### src/rtl/fwd_pkg.sv
// Shared types and helpers for the EX-stage forwarding / load-use hazard unit.
// Entry tags are sized by FWD_REG_AW; instances may use any REG_AW up to it.
package fwd_pkg;

    localparam int FWD_REG_AW = 5;
    localparam int FWD_SEL_RF = 0;

    typedef struct packed {
        logic                  valid;
        logic [FWD_REG_AW-1:0] dst;
        logic                  reg_write;
        logic                  mem_read;
    } fwd_entry_t;

    function automatic int sel_width(input int depth);
        return (depth < 1) ? 1 : $clog2(depth + 1);
    endfunction

endpackage

### src/rtl/fwd_match.sv
// Priority match of one EX operand against post-EX entries 1..FWD_DEPTH.
// Returns the nearest forwardable producer, or FWD_SEL_RF when none.
module fwd_match
    import fwd_pkg::*;
#(
    parameter int REG_AW    = 5,
    parameter int FWD_DEPTH = 2,
    parameter int LOAD_LAT  = 1,
    parameter int SELW      = 2
) (
    input  logic                     used,
    input  logic [REG_AW-1:0]        src,
    input  fwd_entry_t [FWD_DEPTH:1] ents,
    output logic [SELW-1:0]          sel
);

    logic [FWD_REG_AW-1:0] src_ext;

    assign src_ext = FWD_REG_AW'(src);

    always_comb begin
        sel = SELW'(FWD_SEL_RF);
        // Oldest first, so the nearest producer overwrites the result.
        for (int k = FWD_DEPTH; k >= 1; k--) begin
            if (used
                && src_ext != '0
                && ents[k].valid
                && ents[k].reg_write
                && ents[k].dst == src_ext
                && (!ents[k].mem_read || k >= LOAD_LAT + 1)) begin
                sel = SELW'(k);
            end
        end
    end

endmodule

### src/rtl/fwd_hazard_unit.sv
// EX forwarding selects and ID load-use stall from a private tag pipeline.
// Build option: define FWD_PERF_CNT_EN to add saturating stall/forward counters.
module fwd_hazard_unit
    import fwd_pkg::*;
#(
    parameter int REG_AW    = 5,
    parameter int NUM_SRC   = 2,
    parameter int FWD_DEPTH = 2,
    parameter int LOAD_LAT  = 1
) (
    input  logic                                    clk,
    input  logic                                    rst,
    input  logic                                    id_valid,
    input  logic [NUM_SRC*REG_AW-1:0]               id_src_addr,
    input  logic [NUM_SRC-1:0]                      id_src_used,
    input  logic [REG_AW-1:0]                       id_dst_addr,
    input  logic                                    id_reg_write,
    input  logic                                    id_mem_read,
    input  logic                                    flush,
    output logic [NUM_SRC*sel_width(FWD_DEPTH)-1:0] fwd_sel,
    output logic                                    stall,
    output logic                                    bubble,
    output logic [31:0]                             stall_cnt,
    output logic [31:0]                             fwd_cnt
);

    localparam int SELW = sel_width(FWD_DEPTH);

    if (FWD_DEPTH < LOAD_LAT + 1) begin : g_bad_depth
        $error("fwd_hazard_unit: FWD_DEPTH must be >= LOAD_LAT+1");
    end
    if (REG_AW > FWD_REG_AW) begin : g_bad_aw
        $error("fwd_hazard_unit: REG_AW exceeds fwd_pkg::FWD_REG_AW");
    end

    fwd_entry_t [FWD_DEPTH:0]       ent;
    logic [NUM_SRC-1:0][REG_AW-1:0] ex_src;
    logic [NUM_SRC-1:0]             ex_used;
    logic [NUM_SRC-1:0][REG_AW-1:0] id_src;
    logic [NUM_SRC-1:0]             src_hit;
    logic                           id_take;

    assign id_src  = id_src_addr;
    assign id_take = id_valid && !stall && !flush;

    always_ff @(posedge clk) begin
        if (rst) begin
            ent     <= '0;
            ex_src  <= '0;
            ex_used <= '0;
        end else begin
            for (int k = 0; k < FWD_DEPTH; k++) begin
                ent[k+1] <= ent[k];
            end
            if (id_take) begin
                ent[0].valid     <= 1'b1;
                ent[0].dst       <= FWD_REG_AW'(id_dst_addr);
                ent[0].reg_write <= id_reg_write;
                ent[0].mem_read  <= id_mem_read;
                ex_src           <= id_src;
                ex_used          <= id_src_used;
            end else begin
                ent[0]  <= '0;
                ex_src  <= '0;
                ex_used <= '0;
            end
        end
    end

    // A load younger than LOAD_LAT stages cannot yet supply its data.
    always_comb begin
        src_hit = '0;
        for (int i = 0; i < NUM_SRC; i++) begin
            for (int k = 0; k < LOAD_LAT; k++) begin
                if (id_src_used[i]
                    && id_src[i] != '0
                    && ent[k].valid
                    && ent[k].mem_read
                    && ent[k].reg_write
                    && ent[k].dst == FWD_REG_AW'(id_src[i])) begin
                    src_hit[i] = 1'b1;
                end
            end
        end
    end

    assign stall  = id_valid && !flush && (|src_hit);
    assign bubble = stall || flush;

    for (genvar i = 0; i < NUM_SRC; i++) begin : g_lane
        fwd_match #(
            .REG_AW   (REG_AW),
            .FWD_DEPTH(FWD_DEPTH),
            .LOAD_LAT (LOAD_LAT),
            .SELW     (SELW)
        ) u_match (
            .used(ex_used[i]),
            .src (ex_src[i]),
            .ents(ent[FWD_DEPTH:1]),
            .sel (fwd_sel[i*SELW +: SELW])
        );
    end

`ifdef FWD_PERF_CNT_EN
    logic [31:0] stall_q;
    logic [31:0] fwd_q;

    always_ff @(posedge clk) begin
        if (rst) begin
            stall_q <= '0;
            fwd_q   <= '0;
        end else begin
            if (stall && stall_q != '1) begin
                stall_q <= stall_q + 32'd1;
            end
            if ((|fwd_sel) && fwd_q != '1) begin
                fwd_q <= fwd_q + 32'd1;
            end
        end
    end

    assign stall_cnt = stall_q;
    assign fwd_cnt   = fwd_q;
`else
    assign stall_cnt = '0;
    assign fwd_cnt   = '0;
`endif

endmodule

### config.mk
export PLATFORM = sky130hd
export DESIGN_NAME = fwd_hazard_unit
export DESIGN_NICKNAME = d
export VERILOG_FILES = /design/src/rtl/fwd_pkg.sv /design/src/rtl/fwd_match.sv /design/src/rtl/fwd_hazard_unit.sv
export SDC_FILE = /design/constraint.sdc
export NUM_CORES = 1
export LEC_CHECK = 0
export ABC_AREA = 1
export BUFFER_PORTS_ARGS = -buffer_cell sky130_fd_sc_hd__buf_2
export CAP_MARGIN = 0
export CORE_MARGIN = 4
export CORE_UTILIZATION = 35
export CTS_BUF_LIST = sky130_fd_sc_hd__clkbuf_16
export DETAILED_ROUTE_END_ITERATION = 6
export SLEW_MARGIN = 10
export SYNTH_ARGS = -nofsm -noshare
export SYNTH_HDL_FRONTEND = slang
export SYNTH_SLANG_ARGS = --single-unit
export TNS_END_PERCENT = 10
### constraint.sdc
create_clock -name clk -period 1.6 [get_ports clk]
set_clock_uncertainty 0.1 [all_clocks]
set_input_delay 0 -clock clk [delete_from_list [all_inputs] [get_ports clk]]
set_output_delay 0 -clock clk [all_outputs]
set_load 0.005 [all_outputs]
### Word-level counts from Yosys, hierarchy flattened

Cells that the tools add are included.

| operators by class | value |
|---|---|
| muxes and demuxes | 7 |
| bitwise logic cells | 1 |
| reduce and logical (&&, ||, !) cells | 40 |
| eq/ne operators | 6 |

Operators with widths:

| operator | number |
|---|---|
| $eq 5x5->1 | 6 |
| $logic_and 1x1->1 | 30 |
| $reduce_bool 5->1 | 4 |
| $mux 2 | 4 |
| $mux 8 | 1 |
| $reduce_or 2->1 | 2 |
| $logic_not 1->1 | 3 |
| $mux 1 | 2 |
| $logic_or 1x1->1 | 1 |
| $not 1->1 | 1 |

| word-level totals | value |
|---|---|
| bits of input ports | 23 |
| word-level logic and storage cells | 68 |
| bits in registers | 35 |

### Depth between registers and ports, before layout

| logic depth | value |
|---|---|
| depth in word-level cells | 14 |
| depth in mapped cells | 8 |
| gate-level depth less buffers | 8 |

### Modules after synthesis

Synthesis repeated with hierarchy kept, for this count alone.

| unflattened totals | value |
|---|---|
| cell total of the unflattened synthesis | 347 |
| area total of the unflattened synthesis | 2199.6 um^2 |

Modules (own cells, without submodules):

| module | cells each | instances | seq. area each (um^2) | area each (um^2) |
|---|---|---|---|---|
| fwd_hazard_unit | 231 | 1 | 720.7 | 1724.2 |
| fwd_match | 58 | 2 | 0.0 | 237.7 |

### Worst setup path before layout

OpenSTA, ideal clock, no wires.

| path | value |
|---|---|
| path type | register -> register |
| start point | reg ent[2] in the netlist's numbering |
| end point | reg ex_src[7] in the netlist's numbering |
| path slack | 0.423 ns |
| cell stages (with the launch flop) | 9 |
| path buffers | 1 |
| setup time | 0.111 ns |
| data required time | 1.389 ns |
| arrival time | 0.966 ns |
| cell sequence | dfxtp_1 > inv_2 > nand2_1 > nand2_1 > nor2_1 > nand4_1 > nand3_2 > buf_6 > nor2_1 |

| on the way | value |
|---|---|
| longest elaborated chain between the ends | 10 |
| elaborated cells on any way between the ends | 13 |

Ends and longest elaborated chain:

| element | RTL line | text |
|---|---|---|
| start: declaration | fwd_hazard_unit.sv:36 | `fwd_entry_t [FWD_DEPTH:0] ent;` |
| start signal: indexed assignment | fwd_hazard_unit.sv:53 | `ent[k+1] <= ent[k];` |
| $eq 5x5->1 | fwd_hazard_unit.sv:80 | `&& ent[k].dst == FWD_REG_AW'(id_src[i])) begin` |
| $logic_and 1x1->1 | fwd_hazard_unit.sv:80 |  |
| $mux 1 | fwd_hazard_unit.sv:75 | `if (id_src_used[i]` |
| $reduce_or 2->1 (*) | fwd_hazard_unit.sv:87 | `assign stall = id_valid && !flush && (\|src_hit);` |
| $logic_and 1x1->1 (*) | fwd_hazard_unit.sv:87 |  |
| $logic_not 1->1 (*) | fwd_hazard_unit.sv:44 | `assign id_take = id_valid && !stall && !flush;` |
| $logic_and 1x1->1 (*) (2 in series) | fwd_hazard_unit.sv:44 |  |
| $not 1->1 (no source line) (*) | -- |  |
| $reduce_or 2->1 (no source line) (*) | -- |  |
| end signal: assignment | fwd_hazard_unit.sv:60 | `ex_src <= id_src;` |
| end: declaration | fwd_hazard_unit.sv:37 | `logic [NUM_SRC-1:0][REG_AW-1:0] ex_src;` |

Every way passes the cells marked *; elsewhere a longest branch is shown, timed or not.
A chain may end at the register's enable or synchronous reset.

### Final worst setup path

| path | value |
|---|---|
| start point | in id_src_addr[1] |
| end point | out bubble |

| on the way | value |
|---|---|
| longest elaborated chain between the ends | 10 |
| elaborated cells on any way between the ends | 11 |

Ends and longest elaborated chain:

| element | RTL line | text |
|---|---|---|
| start: declaration | fwd_hazard_unit.sv:14 | `input logic [NUM_SRC*REG_AW-1:0] id_src_addr,` |
| $reduce_bool 5->1 | fwd_hazard_unit.sv:76 | `&& id_src[i] != '0` |
| $logic_and 1x1->1 | fwd_hazard_unit.sv:76 |  |
| $logic_and 1x1->1 | fwd_hazard_unit.sv:77 | `&& ent[k].valid` |
| $logic_and 1x1->1 | fwd_hazard_unit.sv:78 | `&& ent[k].mem_read` |
| $logic_and 1x1->1 | fwd_hazard_unit.sv:79 | `&& ent[k].reg_write` |
| $logic_and 1x1->1 (*) | fwd_hazard_unit.sv:80 |  |
| $mux 1 (*) | fwd_hazard_unit.sv:75 |  |
| $reduce_or 2->1 (*) | fwd_hazard_unit.sv:87 |  |
| $logic_and 1x1->1 (*) | fwd_hazard_unit.sv:87 |  |
| $logic_or 1x1->1 (*) | fwd_hazard_unit.sv:88 | `assign bubble = stall \|\| flush;` |
| end: declaration | fwd_hazard_unit.sv:22 | `output logic bubble,` |

Marks and branches as above.

==> metrics.md <==
| Metric | Value |
|---|---|
| CP Capture Type | `primary output` |
| Initial antenna violation count | `0` |
| Core footprint | `between 5000 and 6000 um2` |
| R2R setup slack | `210 ps` |
| Count leader, synth | `buf_4` |
| VDD IR max | `0.4750 mV` |
| Avg Vias per Cell | `3.706` |
| Worst r2r src | `ent[3]$_SDFF_PP0_` |
| Most Frequent Cell on Critical Path | `nand2_1` |
| Tightest Hold Check Type | `in2out` |
| Worst hold slack | `157.5 ps` |
| Leading post-synthesis cells by cell area | `dfxtp_1 (34%), buf_4 (24%), nor2_1 (11%), nand2_1 (8.7%), inv_1 (7.0%)` |
| Fin nets | `361` |
| Via count | `1523` |
| Number of global-route vias before repair | `1357` |
| Skew-Pair Late Insertion Delay | `between 200 and 300 ps` |
| First-pass GRT wire length | `~5800 um` |
| Min cycle time layout | `1559 ps` |
| HPWL after detailed placement | `between 2000 and 3000 um` |
| # DRC | `0` |
| Fillers | `585` |
| Synthesized area | `2036 um2` |
| Synth Area per Inst | `7.068 um2` |
| Die outline height | `84.27 um` |
| Final setup vio count | `0` |
| Kind of critical path | `in2out` |
| Crit path cell chain | `dlygate4sd3_1 > buf_2 > inv_1 > nand2_1 > a21oi_1 > nand4_1 > nand2_1 > nand2_1 > nand2_1 > buf_2` |
| Clock Path Buffers | `2` |
| Highest metal used | `met4` |
| Pins over their slew limit | `0` |
| Starting density of the core | `0.3652` |
| FMAX | `~640 MHz` |
| Grt ovf | `0` |
| Final Worst Setup Slack | `40.87 ps` |
| Router iterations before antenna repair | `4` |
| Placer Congestion | `approximately 0.85` |
| Antenna cells | `0` |
| # rows | `27` |
| RSZ-0062 raised after global routing | `true` |
| P&R area growth vs syn | `15.18%` |
| CTS buffer count | `5` |
| I/O pin total | `93` |
| Hold path endpoint | `bubble` |
| CTS tree | `yes` |
| Crit-path slowest cell | `dlygate4sd3_1` |
| Reg2reg end | `ex_used[0]$_SDFF_PP0_` |
| Largest net degree at the start of global routing | `21` |
| PortBufs | `28` |
| YS warnings | `0` |
| Critical Path Max Stage Delay | `540 ps` |
| Routed met3 length | `336 um` |
| Most used DFF post-synth | `dfxtp_1` |
| Synth area leader | `dfxtp_1` |
| WL/cell | `8.922 um` |
| Share of cells above drive strength 1 | `0.1239` |
| Max_cap viols | `0` |
| Remaining antenna violation count | `0` |
| CP Max Fanout | `3` |
| Starting DRT DRC Count | `47` |
| Leakage | `1.288 nW` |
| Final period util | `0.9745` |
| Clock Sinks | `35` |
| Total power | `2.023 mW` |
| Status | `finished, final reports clean` |
| Met2 wire length | `between 1500 and 2000 um` |
| Post-synth EDFFs | `0` |
| Distinct cells, synth | `19` |
| Pre-CTS setup slack | `143.4 ps` |
| PD cells | `862.6 nW/um2` |
| Root Buffer | `clkbuf_16` |
| Post-layout util | `0.4207` |
| Gr usage total | `0.1014` |
| Startpoint class of the critical path | `primary input` |
| Commonest cells post-synth | `buf_4 (64), nor2_1 (59), nand2_1 (47), inv_1 (38), dfxtp_1 (35)` |
| Die W | `84.27 um` |
| Hold Crit Start | `flush` |
| Share of the synthesized area in the top cell type | `0.3442` |
| Die area | `a little over 7000 um2` |
| Hold Fails Final Rpt | `0` |
| Hold Path Cell Cnt | `4` |
| CTS H-tree depth | `2` |
| Sequential-to-total area share from yosys stat | `0.3442` |
| Async set-reset flop share out of synthesis | `0` |
| Final wirelength | `3667 um` |
| Critical Path Start | `id_src_addr[1]` |
| Worst reg2reg path depth | `7` |
| Req. time, crit path | `1500 ps` |
| M1 WL | `~1600 um` |
| WP data arrival | `around 1500 ps` |
| Post-Synthesis Cells | `about 290` |
| Register bit total from synthesis | `35` |
## layout by cell type (no fill, tap or decap), drive strengths merged
| master | netlist | routed |
|---|---|---|
| nand4 | 5 | 5 |
| xor2 | 11 | 11 |
| o21ai | 1 | 1 |
| buf | 66 | 28 |
| or2 | 2 | 2 |
| clkinv | 0 | 3 |
| nor2 | 59 | 59 |
| nand3 | 5 | 5 |
| nor3 | 3 | 3 |
| a21oi | 3 | 3 |
| conb | 1 | 64 |
| nand2 | 47 | 47 |
| nand3b | 2 | 2 |
| clkbuf | 2 | 5 |
| xnor2 | 6 | 6 |
| dfxtp | 35 | 35 |
| inv | 40 | 40 |
| dlygate4sd3 | 0 | 20 |
## layer usage
metal	global-route usage	up-vias
met5	0	-
met4	0.05263	0
met3	0.03337	7
met2	0.1571	69
met1	0.1249	630
li1	-	817
## layout make-up
class | instances | area (um2) | share of cell area
Clock buffer | 5 | 125.1 | 0.05336
Clock inverter | 3 | 15.01 | 0.006403
Inverter | 40 | 150.1 | 0.06403
Multi-Input combinational cell | 208 | 923.4 | 0.3938
Sequential cell | 35 | 700.7 | 0.2988
Tap cell | 72 | 90.09 | 0.03842
Timing Repair Buffer | 48 | 340.3 | 0.1451
## flip-flops by register name, summed over array words and instances (netlist names)
register,flops
ent,23
ex_used,2
ex_src,10
## kinds of logic (layout without fill, tap and decap cells)
logic type	Yosys count	in the layout	synth area share
and+or+nand+nor	123	123	0.2465
buffers and inverters	108	96	0.3245
DFF	35	35	0.3442
xor gates and xnor gates	17	17	0.07314
AOI/OAI and AO/OA	4	4	0.009830
other	1	64	0.001842
## timing repair
| action | in CTS | in global routing |
|---|---|---|
| endpoints found under the hold margin | 25 | 0 |
| setup buffers | 0 | 0 |
| endpoints found under the setup margin | 0 | 23 |
| resized for setup | 0 | 2 |
| hold buffers | 20 | 0 |
## critical path, delay by kind of cell
family                 cells  cell delay, ps
and+or+nand+nor            5             470
AOI/OAI and AO/OA          1             140
buffers and inverters      4             840
## through the flow
| stage | setup TNS, ps | instances | cell area, um2 |
|---|---|---|---|
| after floorplan | 0 | 351 | 2272 |
| after global placement | 0 | 383 | 1992 |
| after detailed placement | 0 | 383 | 1992 |
| after CTS | 0 | 411 | 2332 |
| after global routing | -191.0 | 411 | 2345 |
| final | 0 | 411 | 2345 |
## power breakdown
group	internal (mW)	switching [mW]
Combinational	0.0901	0.121
Clock	0.566	0.338
Sequential	0.892	0.0153
Total	1.55	0.474
## how the worst max path moves through the flow
stage	endpoint	slack [ps]	cells past startpoint
2_1_floorplan	ex_src[7]$_SDFF_PP0_	420	8
3_3_place_gp	ex_src[7]$_SDFF_PP0_	180	7
3_5_place_dp	ex_src[7]$_SDFF_PP0_	140	7
4_1_cts	fwd_sel[1]	60	6
5_1_grt	bubble	-120	9
6_report	bubble	40	10
Power figures use the tool's default switching activity.
